## config.mk

```make
export PLATFORM = sky130hd
export DESIGN_NAME = lsu_stage_flat
export DESIGN_NICKNAME = d
export VERILOG_FILES = /design/src/rtl/lsu_stage_if.sv /design/src/rtl/lsu_stage.sv /design/src/flat_wrapper.sv
export SDC_FILE = /design/constraint.sdc
export NUM_CORES = 1
export LEC_CHECK = 0
export ABC_CLOCK_PERIOD_IN_PS = 3850
export CORE_AREA = 2 2 184 186
export CTS_CLUSTER_SIZE = 20
export DETAILED_ROUTE_END_ITERATION = 7
export DIE_AREA = 0 0 186 188
export GPL_TIMING_DRIVEN = 0
export PLACE_DENSITY_LB_ADDON = 0.25
export RECOVER_POWER = 50
export SETUP_SLACK_MARGIN = 0.05
export SYNTH_ARGS = -nofsm -noshare
export SYNTH_HDL_FRONTEND = slang
export SYNTH_SLANG_ARGS = --single-unit
```

## constraint.sdc

```tcl
create_clock -name clk -period 3.85 [get_ports clk]
set_input_delay 0.5775 -clock clk [delete_from_list [all_inputs] [get_ports clk]]
set_output_delay 0.5775 -clock clk [all_outputs]
set_load 0.02 [all_outputs]
```

## src/rtl/lsu_stage_if.sv

```systemverilog
// Load/store stage bus bundle: request from execute, response to writeback,
// and the data port of the simulation RAM.
interface lsu_stage_if;
  logic        req_valid;
  logic        req_ready;
  logic        req_we;
  logic [1:0]  req_size;
  logic        req_unsigned;
  logic [63:0] req_addr;
  logic [63:0] req_wdata;
  logic [4:0]  req_rd;

  logic        resp_valid;
  logic        resp_ready;
  logic [63:0] resp_rdata;
  logic [4:0]  resp_rd;
  logic        resp_misalign;

  logic        mem_read;
  logic        mem_write;
  logic [63:0] write_mask;
  logic [63:0] data_addr;
  logic [63:0] write_data;
  logic [63:0] read_data;

  // Stage side
  modport slave (
    input  req_valid, req_we, req_size, req_unsigned, req_addr, req_wdata, req_rd,
    output req_ready,
    output resp_valid, resp_rdata, resp_rd, resp_misalign,
    input  resp_ready,
    output mem_read, mem_write, write_mask, data_addr, write_data,
    input  read_data
  );

  // Environment side (execute, writeback and RAM)
  modport master (
    output req_valid, req_we, req_size, req_unsigned, req_addr, req_wdata, req_rd,
    input  req_ready,
    input  resp_valid, resp_rdata, resp_rd, resp_misalign,
    output resp_ready,
    input  mem_read, mem_write, write_mask, data_addr, write_data,
    output read_data
  );
endinterface

```

## src/rtl/lsu_stage.sv

```systemverilog
// Load/store access stage: latches one request, drives the RAM data port for
// a single ACCESS cycle, then holds the extended result until writeback takes it.
module lsu_stage #(
  parameter bit MISALIGN_TRAP = 1'b1
) (
  input  logic        clk,
  input  logic        rst_n,
  lsu_stage_if.slave  bus
);

  typedef enum logic [1:0] {IDLE, ACCESS, RESP} state_t;

  state_t      state_q, state_d;

  logic        r_we, r_uns;
  logic [1:0]  r_size;
  logic [63:0] r_addr, r_wdata;
  logic [4:0]  r_rd;

  logic [63:0] rdata_q;
  logic [4:0]  rd_q;
  logic        mis_q;

  logic        ready_c, accept, in_access;
  logic [2:0]  off, align_mask;
  logic        misaligned, mis_gate;
  logic [3:0]  nbytes, lane_lo, lane_hi;
  logic [7:0]  bm;
  logic [63:0] mask_full, shifted, load_ext;

  assign ready_c   = (state_q == IDLE) | ((state_q == RESP) & bus.resp_ready);
  assign accept    = bus.req_valid & ready_c;
  assign in_access = (state_q == ACCESS);

  // Next-state: ACCESS is always one cycle; RESP may chain straight into ACCESS
  always_comb begin
    state_d = state_q;
    case (state_q)
      IDLE:    if (accept) state_d = ACCESS;
      ACCESS:  state_d = RESP;
      RESP:    if (bus.resp_ready) state_d = accept ? ACCESS : IDLE;
      default: state_d = IDLE;
    endcase
  end

  // State register
  always_ff @(posedge clk or negedge rst_n) begin
    if (!rst_n) state_q <= IDLE;
    else        state_q <= state_d;
  end

  // Request register: memory outputs decode only from here, never from req_*
  always_ff @(posedge clk or negedge rst_n) begin
    if (!rst_n) begin
      r_we    <= 1'b0;
      r_uns   <= 1'b0;
      r_size  <= '0;
      r_addr  <= '0;
      r_wdata <= '0;
      r_rd    <= '0;
    end else if (accept) begin
      r_we    <= bus.req_we;
      r_uns   <= bus.req_unsigned;
      r_size  <= bus.req_size;
      r_addr  <= bus.req_addr;
      r_wdata <= bus.req_wdata;
      r_rd    <= bus.req_rd;
    end
  end

  // Size decode, alignment, byte lanes and load extraction
  always_comb begin
    off        = r_addr[2:0];
    align_mask = '0;
    nbytes     = 4'd1;
    case (r_size)
      2'd0: begin align_mask = 3'b000; nbytes = 4'd1; end
      2'd1: begin align_mask = 3'b001; nbytes = 4'd2; end
      2'd2: begin align_mask = 3'b011; nbytes = 4'd4; end
      2'd3: begin align_mask = 3'b111; nbytes = 4'd8; end
    endcase
    misaligned = |(off & align_mask);
    mis_gate   = misaligned & MISALIGN_TRAP;

    // Lanes past byte 7 simply fall off the word (truncation at the boundary)
    lane_lo   = {1'b0, off};
    lane_hi   = lane_lo + nbytes;
    bm        = '0;
    mask_full = '0;
    for (int unsigned i = 0; i < 8; i++) begin
      bm[i]            = (4'(i) >= lane_lo) && (4'(i) < lane_hi);
      mask_full[i*8+:8] = {8{bm[i]}};
    end

    shifted  = bus.read_data >> {off, 3'b000};
    load_ext = shifted;
    case (r_size)
      2'd0: load_ext = r_uns ? {56'd0, shifted[7:0]}  : {{56{shifted[7]}},  shifted[7:0]};
      2'd1: load_ext = r_uns ? {48'd0, shifted[15:0]} : {{48{shifted[15]}}, shifted[15:0]};
      2'd2: load_ext = r_uns ? {32'd0, shifted[31:0]} : {{32{shifted[31]}}, shifted[31:0]};
      2'd3: load_ext = shifted;
    endcase
  end

  // Response capture at the end of ACCESS; held until the next ACCESS
  always_ff @(posedge clk or negedge rst_n) begin
    if (!rst_n) begin
      rdata_q <= '0;
      rd_q    <= '0;
      mis_q   <= 1'b0;
    end else if (in_access) begin
      rdata_q <= (r_we | mis_gate) ? '0 : load_ext;
      rd_q    <= r_rd;
      mis_q   <= misaligned;
    end
  end

  assign bus.req_ready     = ready_c;
  assign bus.resp_valid    = (state_q == RESP);
  assign bus.resp_rdata    = rdata_q;
  assign bus.resp_rd       = rd_q;
  assign bus.resp_misalign = mis_q;

  assign bus.mem_read   = in_access & ~r_we & ~mis_gate;
  assign bus.mem_write  = in_access &  r_we & ~mis_gate;
  assign bus.write_mask = in_access ? mask_full : '0;
  assign bus.data_addr  = {r_addr[63:3], 3'b000};
  assign bus.write_data = r_wdata << {off, 3'b000};

endmodule

```

## src/flat_wrapper.sv

```systemverilog
// flat-port wrapper written by rule: the top's interface ports become plain ports
module lsu_stage_flat 
#(
  parameter bit MISALIGN_TRAP = 1'b1
)
  (clk, rst_n, bus_req_valid, bus_req_we, bus_req_size, bus_req_unsigned, bus_req_addr, bus_req_wdata, bus_req_rd, bus_req_ready, bus_resp_valid, bus_resp_rdata, bus_resp_rd, bus_resp_misalign, bus_resp_ready, bus_mem_read, bus_mem_write, bus_write_mask, bus_data_addr, bus_write_data, bus_read_data);
  lsu_stage_if bus_i ();
  input  logic clk;
  input  logic rst_n;
  input wire logic [$bits(bus_i.req_valid)-1:0] bus_req_valid;
  input wire logic [$bits(bus_i.req_we)-1:0] bus_req_we;
  input wire logic [$bits(bus_i.req_size)-1:0] bus_req_size;
  input wire logic [$bits(bus_i.req_unsigned)-1:0] bus_req_unsigned;
  input wire logic [$bits(bus_i.req_addr)-1:0] bus_req_addr;
  input wire logic [$bits(bus_i.req_wdata)-1:0] bus_req_wdata;
  input wire logic [$bits(bus_i.req_rd)-1:0] bus_req_rd;
  output wire logic [$bits(bus_i.req_ready)-1:0] bus_req_ready;
  output wire logic [$bits(bus_i.resp_valid)-1:0] bus_resp_valid;
  output wire logic [$bits(bus_i.resp_rdata)-1:0] bus_resp_rdata;
  output wire logic [$bits(bus_i.resp_rd)-1:0] bus_resp_rd;
  output wire logic [$bits(bus_i.resp_misalign)-1:0] bus_resp_misalign;
  input wire logic [$bits(bus_i.resp_ready)-1:0] bus_resp_ready;
  output wire logic [$bits(bus_i.mem_read)-1:0] bus_mem_read;
  output wire logic [$bits(bus_i.mem_write)-1:0] bus_mem_write;
  output wire logic [$bits(bus_i.write_mask)-1:0] bus_write_mask;
  output wire logic [$bits(bus_i.data_addr)-1:0] bus_data_addr;
  output wire logic [$bits(bus_i.write_data)-1:0] bus_write_data;
  input wire logic [$bits(bus_i.read_data)-1:0] bus_read_data;
  assign bus_i.req_valid = bus_req_valid;
  assign bus_i.req_we = bus_req_we;
  assign bus_i.req_size = bus_req_size;
  assign bus_i.req_unsigned = bus_req_unsigned;
  assign bus_i.req_addr = bus_req_addr;
  assign bus_i.req_wdata = bus_req_wdata;
  assign bus_i.req_rd = bus_req_rd;
  assign bus_req_ready = bus_i.req_ready;
  assign bus_resp_valid = bus_i.resp_valid;
  assign bus_resp_rdata = bus_i.resp_rdata;
  assign bus_resp_rd = bus_i.resp_rd;
  assign bus_resp_misalign = bus_i.resp_misalign;
  assign bus_i.resp_ready = bus_resp_ready;
  assign bus_mem_read = bus_i.mem_read;
  assign bus_mem_write = bus_i.mem_write;
  assign bus_write_mask = bus_i.write_mask;
  assign bus_data_addr = bus_i.data_addr;
  assign bus_write_data = bus_i.write_data;
  assign bus_i.read_data = bus_read_data;
  lsu_stage #(.MISALIGN_TRAP(MISALIGN_TRAP)) u_core (.clk(clk), .rst_n(rst_n), .bus(bus_i));
endmodule
```

# --- After elaboration in Yosys (flattened, before gate mapping) ---
# Index checks and enable logic that the tools add are counted.
word_totals:
  register_bits: 209
  inputBits: 205
  out_inout_bits: 266
  wordCells: 69
op_classes:
  n_addsub: 1
  n_lt_le_gt_ge: 15
  eq_ne: 7
  shifts: 2
  n_mux: 12
  n_bitwise: 11
  reduce_logical: 11
ops:
  columns: ["op", "count"]
  rows:
  - ["$mux W64", 5]
  - ["$pmux W64 S4", 1]
  - ["$shl A64 B6 Y64", 1]
  - ["$shr A64 B6 Y64", 1]
  - ["$lt A3 B4 Y1 const A", 4]
  - ["$pmux W4 S4", 1]
  - ["$pmux W3 S4", 1]
  - ["$ge A3 B3 Y1 const A", 3]
  - ["$lt A1 B4 Y1 const A", 2]
  - ["$lt A2 B4 Y1 const A", 2]
  - ["$logic_and A1 B1 Y1", 7]
  - ["$and A1 B1 Y1", 6]
  - ["$eq A2 B2 Y1 const B", 3]
  - ["$ge A1 B3 Y1 const A", 2]
  - ["$ge A2 B3 Y1 const A", 2]
  - ["$pmux W2 S3", 1]
  - ["$add A3 B4 Y4", 1]
  - ["$eq A2 B1 Y1 const B", 2]
  - ["$logic_not A2 Y1", 2]
  - ["$mux W2", 2]
  - ["$ne A2 B1 Y1 const B", 2]
  - ["$and A3 B3 Y3", 1]
  - ["$reduce_or A3 Y1", 1]
  - ["$not A1 Y1", 2]
  - ["3 further kinds", 4]

# --- Depth between registers and ports, before layout ---
# Gate-level depths: netlist of the first run.
depth:
  depth_word: 7
  mapped_depth: 12
  depth_no_buf: 9

# --- Worst setup path before layout of the first run ---
# OpenSTA, ideal clock, no wires.
synth_path:
  path_kind: "flip-flop to output port"
  from: "register u_core.r_size[1]"
  to: "output port bus_write_mask[17]"
  t_arrival_ns: 4.226
  t_required_ns: 3.273
  slack_ns: -0.954
  path_stages_with_launch: 12
  n_path_buf: 3
  path_cell_list: "dfrtp_1 > clkbuf_1 > clkbuf_1 > nor2b_1 > ha_1 > a21o_1 > nor2_1 > xor2_1 > o21ai_0 > a21boi_0 > a2111oi_0 > buf_4"
synth_via:
  elab_chain_cells: 6
  elab_cells_between_ends: 9
  cone_classes: "add/sub: 1; order compare: 1; eq/ne: 3; mux: 2; reduce/logical: 2"
synth_lines:
  columns: ["item", "line_no", "source"]
  rows:
  - ["start, declared", "lsu_stage.sv:16", "logic [1:0] r_size;"]
  - ["start signal, assigned", "lsu_stage.sv:64", "r_size <= bus.req_size;"]
  - ["$eq A2 B2 Y1 (tied with other cells)", "lsu_stage.sv:76", "case (r_size)"]
  - ["$pmux W4 S4 (*)", "lsu_stage.sv:76", null]
  - ["$add A3 B4 Y4 (*)", "lsu_stage.sv:87", "lane_hi = lane_lo + nbytes;"]
  - ["$lt A2 B4 Y1 (*)", "lsu_stage.sv:91", "bm[i] = (4'(i) >= lane_lo) && (4'(i) < lane_hi);"]
  - ["$logic_and A1 B1 Y1 (*)", "lsu_stage.sv:91", null]
  - ["$mux W64 (*)", "lsu_stage.sv:126", "assign bus.write_mask = in_access ? mask_full : '0;"]
  - ["end, declared", "flat_wrapper.sv:25", "output wire logic [$bits(bus_i.write_mask)-1:0] bus_write_mask;"]
# Mark *: on every way between the ends. The rest lies on a longest branch, timed or not.

# --- Worst setup path after layout of the first run ---
layout_path:
  from: "register u_core.r_size[0]"
  to: "output port bus_write_mask[36]"
layout_via:
  elab_chain_cells: 6
  elab_cells_between_ends: 9
  cone_classes: "add/sub: 1; order compare: 1; eq/ne: 3; mux: 2; reduce/logical: 2"
layout_lines:
  columns: ["item", "line_no"]
  rows:
  - ["$eq A2 B2 Y1 (tied with other cells)", "lsu_stage.sv:76"]
  - ["$pmux W4 S4 (*)", "lsu_stage.sv:76"]
  - ["$add A3 B4 Y4 (*)", "lsu_stage.sv:87"]
  - ["$lt A3 B4 Y1 (*)", "lsu_stage.sv:91"]
  - ["$logic_and A1 B1 Y1 (*)", "lsu_stage.sv:91"]
  - ["$mux W64 (*)", "lsu_stage.sv:126"]
# Marked as above.

==> results of run 1 <==
==> through the flow <==
step                setup TNS [ns]  total power, mW  cells
finish                           0            13.06   2509
global route                     0            13.72   2507
CTS                              0            13.14   2499
detailed placement          -55.82            10.56   2439
global placement          -1463.35            10.46   2438
floorplan                        0            7.266   1523
==> cells in the mapped netlist (2+ instances only) <==
cell / instances / area [um2]
mux2_2: 35 / 394.1
o21ai_0: 64 / 320.3
clkinv_1: 2 / 7.510
nor3b_1: 2 / 15.01
nor2b_1: 7 / 43.79
o22ai_1: 23 / 143.9
nand2b_1: 4 / 25.02
and3_1: 11 / 68.82
xor2_1: 2 / 17.52
nand3_1: 2 / 10.01
a21oi_1: 102 / 510.5
mux2i_1: 117 / 1171
and2_1: 7 / 43.79
ha_1: 4 / 50.05
a21o_1: 14 / 105.1
buf_6: 3 / 33.78
clkbuf_1: 60 / 225.2
a2111oi_0: 2 / 17.52
dfrtp_1: 209 / 5230
buf_2: 30 / 150.1
nor2_1: 90 / 337.8
o211ai_1: 6 / 45.04
a211oi_1: 5 / 37.54
nor3_1: 2 / 10.01
o221ai_1: 5 / 43.79
inv_1: 9 / 33.78
buf_1: 9 / 33.78
mux4_2: 11 / 247.7
o21ai_1: 25 / 125.1
a22oi_1: 13 / 97.59
nand2_1: 500 / 1877
buf_4: 122 / 915.9
o32ai_1: 3 / 26.28
==> routing by layer <==
metal	share of wire, %	GRT usage, %
met1	39	36.16
met2	48	51.14
met3	8.3	7.011
met4	4.7	12.42
met5	0.018	0
==> path summary, 6_finish.rpt <==
path | from | to | slack, ns | cells past startpoint
max | u_core.r_size[0]$_DFFE_PN0N_ | bus_write_mask[36] | 0.11 | 14
min | u_core.bus.resp_rdata[52]$_DFFE_PN0P_ | u_core.bus.resp_rdata[52]$_DFFE_PN0P_ | 0.46 | 2
max reg2reg | u_core.r_addr[0]$_DFFE_PN0N_ | u_core.bus.resp_rdata[31]$_DFFE_PN0P_ | 1.00 | 8
min reg2reg | u_core.bus.resp_rdata[52]$_DFFE_PN0P_ | u_core.bus.resp_rdata[52]$_DFFE_PN0P_ | 0.46 | 2
max in group asynchronous | rst_n | u_core.r_addr[59]$_DFFE_PN0N_ | 1.58 | 2
min in group asynchronous | rst_n | u_core.bus.resp_rdata[46]$_DFFE_PN0P_ | 0.74 | 1
==> cell usage in the layout (no fill, tap or decap), types with 14 or more instances in the layout <==
cell type,instances
dlygate4sd3_1,86
a21oi_1,101
dlygate4sd2_1,30
mux2i_1,117
buf_6,17
dfrtp_1,206
clkdlybuf4s50_1,297
clkbuf_16,25
clkbuf_1,50
buf_4,169
o21ai_1,25
nor2_1,84
o22ai_1,23
o21ai_0,63
nand2_1,500
mux2_2,35
buf_2,36
a21o_1,14
==> repair_timing <==
action | 4_1_cts | 5_1_grt
gates cloned | 0 | 1
endpoints found under the setup margin | 166 | 84
pin swaps | 11 | 11
gates resized for setup | 296 | 41
setup buffers | 18 | 8
==> worst register-to-register path, delay by kind of cell (launching register included) <==
kind                   cells  cell delay, ns
AOI/OAI and AO/OA          4            1.12
buffers and inverters      2            0.39
DFF                        1            0.39
muxes                      1            0.60
and+or+nand+nor            1            0.25
==> flip-flops by register name (all words and copies together) (netlist names), 2 cells and up <==
name / cells
u_core.r_rd: 5
u_core.r_addr: 64
u_core.r_wdata: 64
u_core.r_size: 2
u_core.bus.resp_rd: 5
u_core.state_q: 2
u_core.bus.resp_rdata: 64
==> power groups by stage <==
stage                     combinational, mW  sequential (mW)  clock, mW
after floorplan                        3.53             3.74          0
after global placement                 7.01             3.46          0
after detailed placement               7.07             3.48          0
after CTS                              7.26             3.45       2.43
after global routing                   7.69             3.52       2.52
final                                  7.24             3.44       2.38
==> final cells by class <==
class                   instances  area, um2
multi-input cells            1078       6207
plain buffers                 221       1455
flip-flops and latches        209       5234
well taps                     448      560.5
clock buffers                  34      668.1
repair buffers                495       4811
clock inverters                10      147.6
diodes                          2      5.005
inverters                      12      50.05
fillers                      3033      13970
==> cells by family after synthesis <==
kind of cell               after synthesis  synth area share [%]
adders and majority gates                5                0.5561
muxes                                  163                 14.39
buffers and inverters                  236                 11.14
other                                    1               0.02976
AOI/OAI and AO/OA                      274                 12.59
and+or+nand+nor                        630                 19.58
DFF                                    209                 41.51
xor gates and xnor gates                 3                0.2086
==> summary.md, run 1 <==
| Metric | Value |
|---|---|
| First drt pass iteration count | `7` |
| Global-route wire length before repair | `79,050 um` |
| Final core occ | `57.80%` |
| Worst-path fanout max | `7` |
| RePlAce Congestion | `0.9559` |
| Max Cap Viol | `1` |
| Combinational power share | `55.4%` |
| Crit path required time | `3.27 ns` |
| CTS tree | `yes` |
| Number of global-route vias before repair | `13,250` |
| Slew Limit Fails | `92` |
| Drt first-iter violations | `969` |
| Synth Register Bits | `209` |
| Routed WL | `54,120 um` |
| Failing checks | `capacitance limit, slew limit` |
| Asr flop ratio synth | `100.0%` |
| Crit path cell chain | `buf_8 -> nor2b_4 -> ha_1 -> a21o_1 -> nor2_4 -> xor2_4 -> buf_6 -> a2bb2oi_4 -> inv_2 -> a211oi_4 -> buf_6 -> buf_4 -> buf_4 -> buf_4` |
| Final setup violation count | `0` |
| Fin nets | `2,251` |
| Gr usage total | `30.00%` |
| Sequential share of power | `26.4%` |
| Worst EP arrival | `3.17 ns` |
| Fin area | `19,140 um2` |
| Slew headroom | `-56.20%` |
| Hold slack | `0.4626 ns` |
| Post-route minimum period | `3.743 ns` |
| Post-synthesis sequential area ratio | `41.51%` |
| Number of remaining DRC errors | `0` |
| Sw frac | `43.06%` |
| Horiz. Die Dim | `186 um` |
| Startpoint Class | `flop` |
| Grt total ovfl | `0` |
| PortBufs | `467` |
| Status | `complete, but fails checks` |
| Vias after detailed routing | `13,070` |
| DR vias/cell | `5.210` |
| Hold WC Path Type | `reg -> reg` |
| Slowest CP cell | `dfrtp_2` |
| Die Area | `34,970 um2` |
| Most used cell, CP | `buf_4` |
| Die Ht | `188 um` |
| Number of antenna violations at the first check in global routing | `2` |
| Syn Std Cell Area | `12,600 um2` |
| DP HPWL | `41,940 um` |
| Wire per inst | `21.57 um` |
| Buf/Inv on CP | `7` |
| Top FF cell, synth | `dfrtp_1` |
| Fmax | `0.2672 GHz` |
| Tcrit/Tclk final | `97.23%` |
| Hold Fails Final Rpt | `0` |
| Final WS setup | `0.1068 ns` |
| Area Growth Syn to Fin | `51.88%` |
| Largest net degree at the start of global routing | `119` |
| Core ar. | `33,110 um2` |
| Syn Area/Cell | `8.285 um2` |
| CP max stage delay | `0.42 ns` |
| Number of synthesized flops with an enable pin | `0` |
| CTS clk-pin slew, worst paths | `0.06 ns` |
| Number of buffers created by CTS | `24` |
| Delay-heaviest family, CP | `buffers and inverters` |
| Int Pwr | `7.436 mW` |
| Clk root buf | `clkbuf_16` |
| Area of placed instances | `17,910 um2` |
| Cell count after synthesis | `1,521` |
| Io pins | `471` |
| Clock share of power | `18.2%` |
| Netlist cell types | `54` |
| RSZ-0062 raised after global routing | `true` |
| Rows | `67` |
| Power per cell area | `682.3 nW/um2` |
| Worst setup path class | `reg -> out` |
| Longest Clk Path Bufs | `3` |
| Fraction of layout cells with a size suffix above 1 | `17.63%` |
| Clock Skews | `0.01030 ns` |
| Place WS | `-1.059 ns` |
| VDD IR-drop max | `0.4761 mV` |
| Yosys warning count | `0` |
| CTS Sinks | `209` |
| Worst-Margin Slew | `2.343 ns` |
| Post-CTS Hold Buffers | `0` |
| H-tree levels | `1` |
| Antenna Nets Post-Route | `0` |
| CP Capture Type | `output port` |
| Switching pwr | `5.623 mW` |
| Clock latency on the worst-skew pair | `0.53 ns` |
| Initial core utilization | `38.05%` |
| Pleak | `9.485 nW` |
(Power assumes the default switching activity.)
==> run 2, diff against run 1 <==
Settings changed: CORE_AREA 2 2 184 186 to default, CORE_MARGIN from default to 10, CORE_UTILIZATION from default to 41, DIE_AREA 0 0 186 188 to default, GPL_TIMING_DRIVEN 0 to default.
==> run 2 against run 1 <==
  * The run still ends with capacitance limit, slew limit left
  * Hold slack improved by 0.0047 ns
  * Fmax is 1.9% higher
  * Via count fell by 8.6%
  * Global-route usage is 4.6 points lower
  * Highest routed layer unchanged
  * First-iteration DRC count fell by 5.6%
  * Power shrank 4.3%
  * Critical path type unchanged
  * Cell count decreased by 10%
  * Clock power is 4% higher
==> summary.md, run 2 (synthesis gave the netlist of run 1 again) <==
| Metric | Value |
|---|---|
| Hold path depth | `2 (unchanged)` |
| Die Ht | `195.3 um (was 188 um)` |
| Vias after detailed routing | `11,950 (was 13,070)` |
| Largest net degree at the start of global routing | `135 (was 119)` |
| Io pins | `471 (unchanged)` |
| DR vias/cell | `5.309 (was 5.210)` |
| DP HPWL | `38,070 um (was 41,940 um)` |
| Worst Min Path Start | `u_core.bus.resp_rdata[50]$_DFFE_PN0P_ (was u_core.bus.resp_rdata[52]$_DFFE_PN0P_)` |
| Worst setup path class | `reg -> out (unchanged)` |
| Die Area | `38,150 um2 (was 34,970 um2)` |
| Wire per inst | `22.68 um (was 21.57 um)` |
| Power per cell area | `706.7 nW/um2 (was 682.3 nW/um2)` |
| Clock latency on the worst-skew pair | `0.53 ns (about the same)` |
| H-tree levels | `1 (unchanged)` |
| Most common cell after layout, fill and taps aside | `nand2_1 (unchanged)` |
| Rows | `64 (was 67)` |
| Slew Limit Fails | `112 (was 92)` |
| Horiz. Die Dim | `195.3 um (was 186 um)` |
| Buf/Inv on CP | `4 (was 7)` |
| VDD IR-drop max | `0.3972 mV (was 0.4761 mV)` |
| Routed WL | `51,020 um (was 54,120 um)` |
| Worst Reg2Reg Path Length in Cells | `8 (unchanged)` |
| R2r startpoint | `u_core.r_addr[1]$_DFFE_PN0N_ (was u_core.r_addr[0]$_DFFE_PN0N_)` |
| Final WS setup | `0.1770 ns (was 0.1068 ns)` |
| Drt first-iter violations | `915 (was 969)` |
| RePlAce Congestion | `0.9587 (was 0.9559)` |
| Clk root buf | `clkbuf_16 (unchanged)` |
| Failing checks | `capacitance limit, slew limit (unchanged)` |
| Reg-to-Reg End | `u_core.bus.resp_rdata[59]$_DFFE_PN0P_ (was u_core.bus.resp_rdata[31]$_DFFE_PN0P_)` |
| Pleak | `8.369 nW (was 9.485 nW)` |
| Area Growth Syn to Fin | `40.34% (was 51.88%)` |
| Worst-Margin Slew | `2.930 ns (was 2.343 ns)` |
| CP max stage delay | `0.62 ns (was 0.42 ns)` |
| Delay-heaviest family, CP | `buffers and inverters (unchanged)` |
| Final setup violation count | `0 (unchanged)` |
| Fmax | `0.2723 GHz (was 0.2672 GHz)` |
| Slowest CP cell | `clkdlybuf4s50_1 (was dfrtp_2)` |
| Startpoint Class | `flop (unchanged)` |
| Clock Skews | `0.008625 ns (was 0.01030 ns)` |
| Worst EP arrival | `3.10 ns (was 3.17 ns)` |
| RSZ-0062 raised after global routing | `true (unchanged)` |
| First drt pass iteration count | `5 (was 7)` |
| CP Capture Type | `output port (unchanged)` |
| Final core occ | `58.12% (was 57.80%)` |
| CTS clk-pin slew, worst paths | `0.06 ns (about the same)` |
| Worst-path fanout max | `9 (was 7)` |
| Fraction of layout cells with a size suffix above 1 | `9.037% (was 17.63%)` |
| Slew headroom | `-95.33% (was -56.20%)` |
| Place WS | `0.07625 ns (was -1.059 ns)` |
| Fin nets | `2,040 (was 2,251)` |
| Number of buffers created by CTS | `25 (was 24)` |
| Gr usage total | `25.45% (was 30.00%)` |
| Number of remaining DRC errors | `0 (unchanged)` |
| Hold WC Path Type | `reg -> reg (unchanged)` |
| Grt total ovfl | `0 (unchanged)` |
| Post-route minimum period | `3.673 ns (was 3.743 ns)` |
| Number of antenna violations at the first check in global routing | `7 (was 2)` |
| Initial core utilization | `41.41% (was 38.05%)` |
| PortBufs | `467 (unchanged)` |
| Area of placed instances | `16,790 um2 (was 17,910 um2)` |
| Global-route wire length before repair | `76,480 um (was 79,050 um)` |
| Antenna Nets Post-Route | `0 (unchanged)` |
| Most frequent cells in the layout | `499 x nand2_1, 408 x clkdlybuf4s50_1, 206 x dfrtp_1 (was 500 x nand2_1, 297 x clkdlybuf4s50_1, 206 x dfrtp_1)` |
| Hold Fails Final Rpt | `0 (unchanged)` |
| R2r setup slk | `0.71 ns (was 1.00 ns)` |
| Number of global-route vias before repair | `12,350 (was 13,250)` |
| Tcrit/Tclk final | `95.40% (was 97.23%)` |
| CTS tree | `yes (unchanged)` |
| Core ar. | `30,430 um2 (was 33,110 um2)` |
| Longest Clk Path Bufs | `3 (unchanged)` |
| Max Cap Viol | `1 (unchanged)` |
| Post-CTS Hold Buffers | `0 (unchanged)` |
| WHS Endpoint | `u_core.bus.resp_rdata[50]$_DFFE_PN0P_ (was u_core.bus.resp_rdata[52]$_DFFE_PN0P_)` |
| Fin area | `17,680 um2 (was 19,140 um2)` |
| Crit path required time | `3.27 ns (about the same)` |
| Most used cell, CP | `buf_4 (unchanged)` |
| CTS Sinks | `209 (unchanged)` |
| Status | `complete, but fails checks (unchanged)` |
| Setup tns final | `0 ns (unchanged)` |
| Crit path cell chain | `nor2_1 -> buf_4 -> clkinv_1 -> ha_1 -> a211oi_1 -> buf_4 -> and2_1 -> clkdlybuf4s50_1 (was buf_8 -> nor2b_4 -> ha_1 -> a21o_1 -> nor2_4 -> xor2_4 -> buf_6 -> a2bb2oi_4 -> inv_2 -> a211oi_4 -> buf_6 -> buf_4 -> buf_4 -> buf_4)` |
==> run 2: cell types whose count changed in the layout (fill, tap and decap cells not counted), sizes merged, moves of 2 or more <==
cell | before | now
clkdlybuf4s50 | 297 | 408
dlygate4sd3 | 86 | 1
clkinv | 6 | 9
dlymetal6s2s | 10 | 8
buf | 227 | 41
diode | 2 | 6
dlygate4sd2 | 30 | 25
clkbuf | 97 | 37
clkdlybuf4s15 | 3 | 14
==> run 2: worst max path at each step <==
stage	from	to	depth (start not counted)
2_1_floorplan	u_core.r_size[1]$_DFFE_PN0N_	bus_write_mask[10]	10
3_3_place_gp	u_core.r_size[0]$_DFFE_PN0N_	bus_write_mask[53]	9
3_5_place_dp	u_core.r_size[0]$_DFFE_PN0N_	bus_write_mask[45]	9
4_1_cts	u_core.r_size[0]$_DFFE_PN0N_	bus_write_mask[45]	9
5_1_grt	rst_n	u_core.r_wdata[10]$_DFFE_PN0N_	2
6_report	u_core.r_size[1]$_DFFE_PN0N_	bus_mem_write	8
==> run 2: final cells by class <==
class,count,area [um2]
clock inverters,15,186.4
clock buffers,30,664.4
repair buffers,504,4946
well taps,396,495.5
diodes,6,15.01
fillers,2759,12740
multi-input cells,1078,6092
flip-flops and latches,209,5239
inverters,12,46.29
==> run 2: timing repair <==
action,CTS,global route
endpoints found under the setup margin,73,77
pin swaps,2,3
hold endpoints to repair,0,0
resized for setup,88,33
buffers inserted,2,3
==> run 2: worst min-delay path: cells and delay by family, from the launching register on <==
kind / cells / cell delay [ns]
and+or+nand+nor: 2 / 0.10
DFF: 1 / 0.34
==> run 2: through the flow <==
stage                     hold WS, ns  power, mW  std cells
final                          0.4673      12.50       2250
after detailed placement       0.4591      10.06       2194
after floorplan                0.2819      7.266       1523
after CTS                      0.1475      12.59       2241
after global placement         0.4538      9.978       2194
after global routing           0.4924      13.19       2249
==> run 2: layer usage <==
| metal | global-route usage (%) | routed length (um) | part of all wire, % | vias to the layer above |
|---|---|---|---|---|
| met3 | 7.708 | 4600 | 9.0 | 98 |
| met4 | 10.46 | 1796 | 3.5 | 2 |
| met2 | 43.04 | 24920 | 49 | 543 |
| met5 | 0 | 20 | 0.039 | - |
| li1 | - | - | - | 5584 |
| met1 | 29.41 | 19680 | 39 | 5719 |
==> run 2: power breakdown <==
group | total [mW] | switching (mW) | internal, mW | leakage (nW)
clock | 2.47 | 0.973 | 1.50 | 0.415
combinational | 6.58 | 3.77 | 2.81 | 5.32
sequential | 3.45 | 0.549 | 2.90 | 2.63
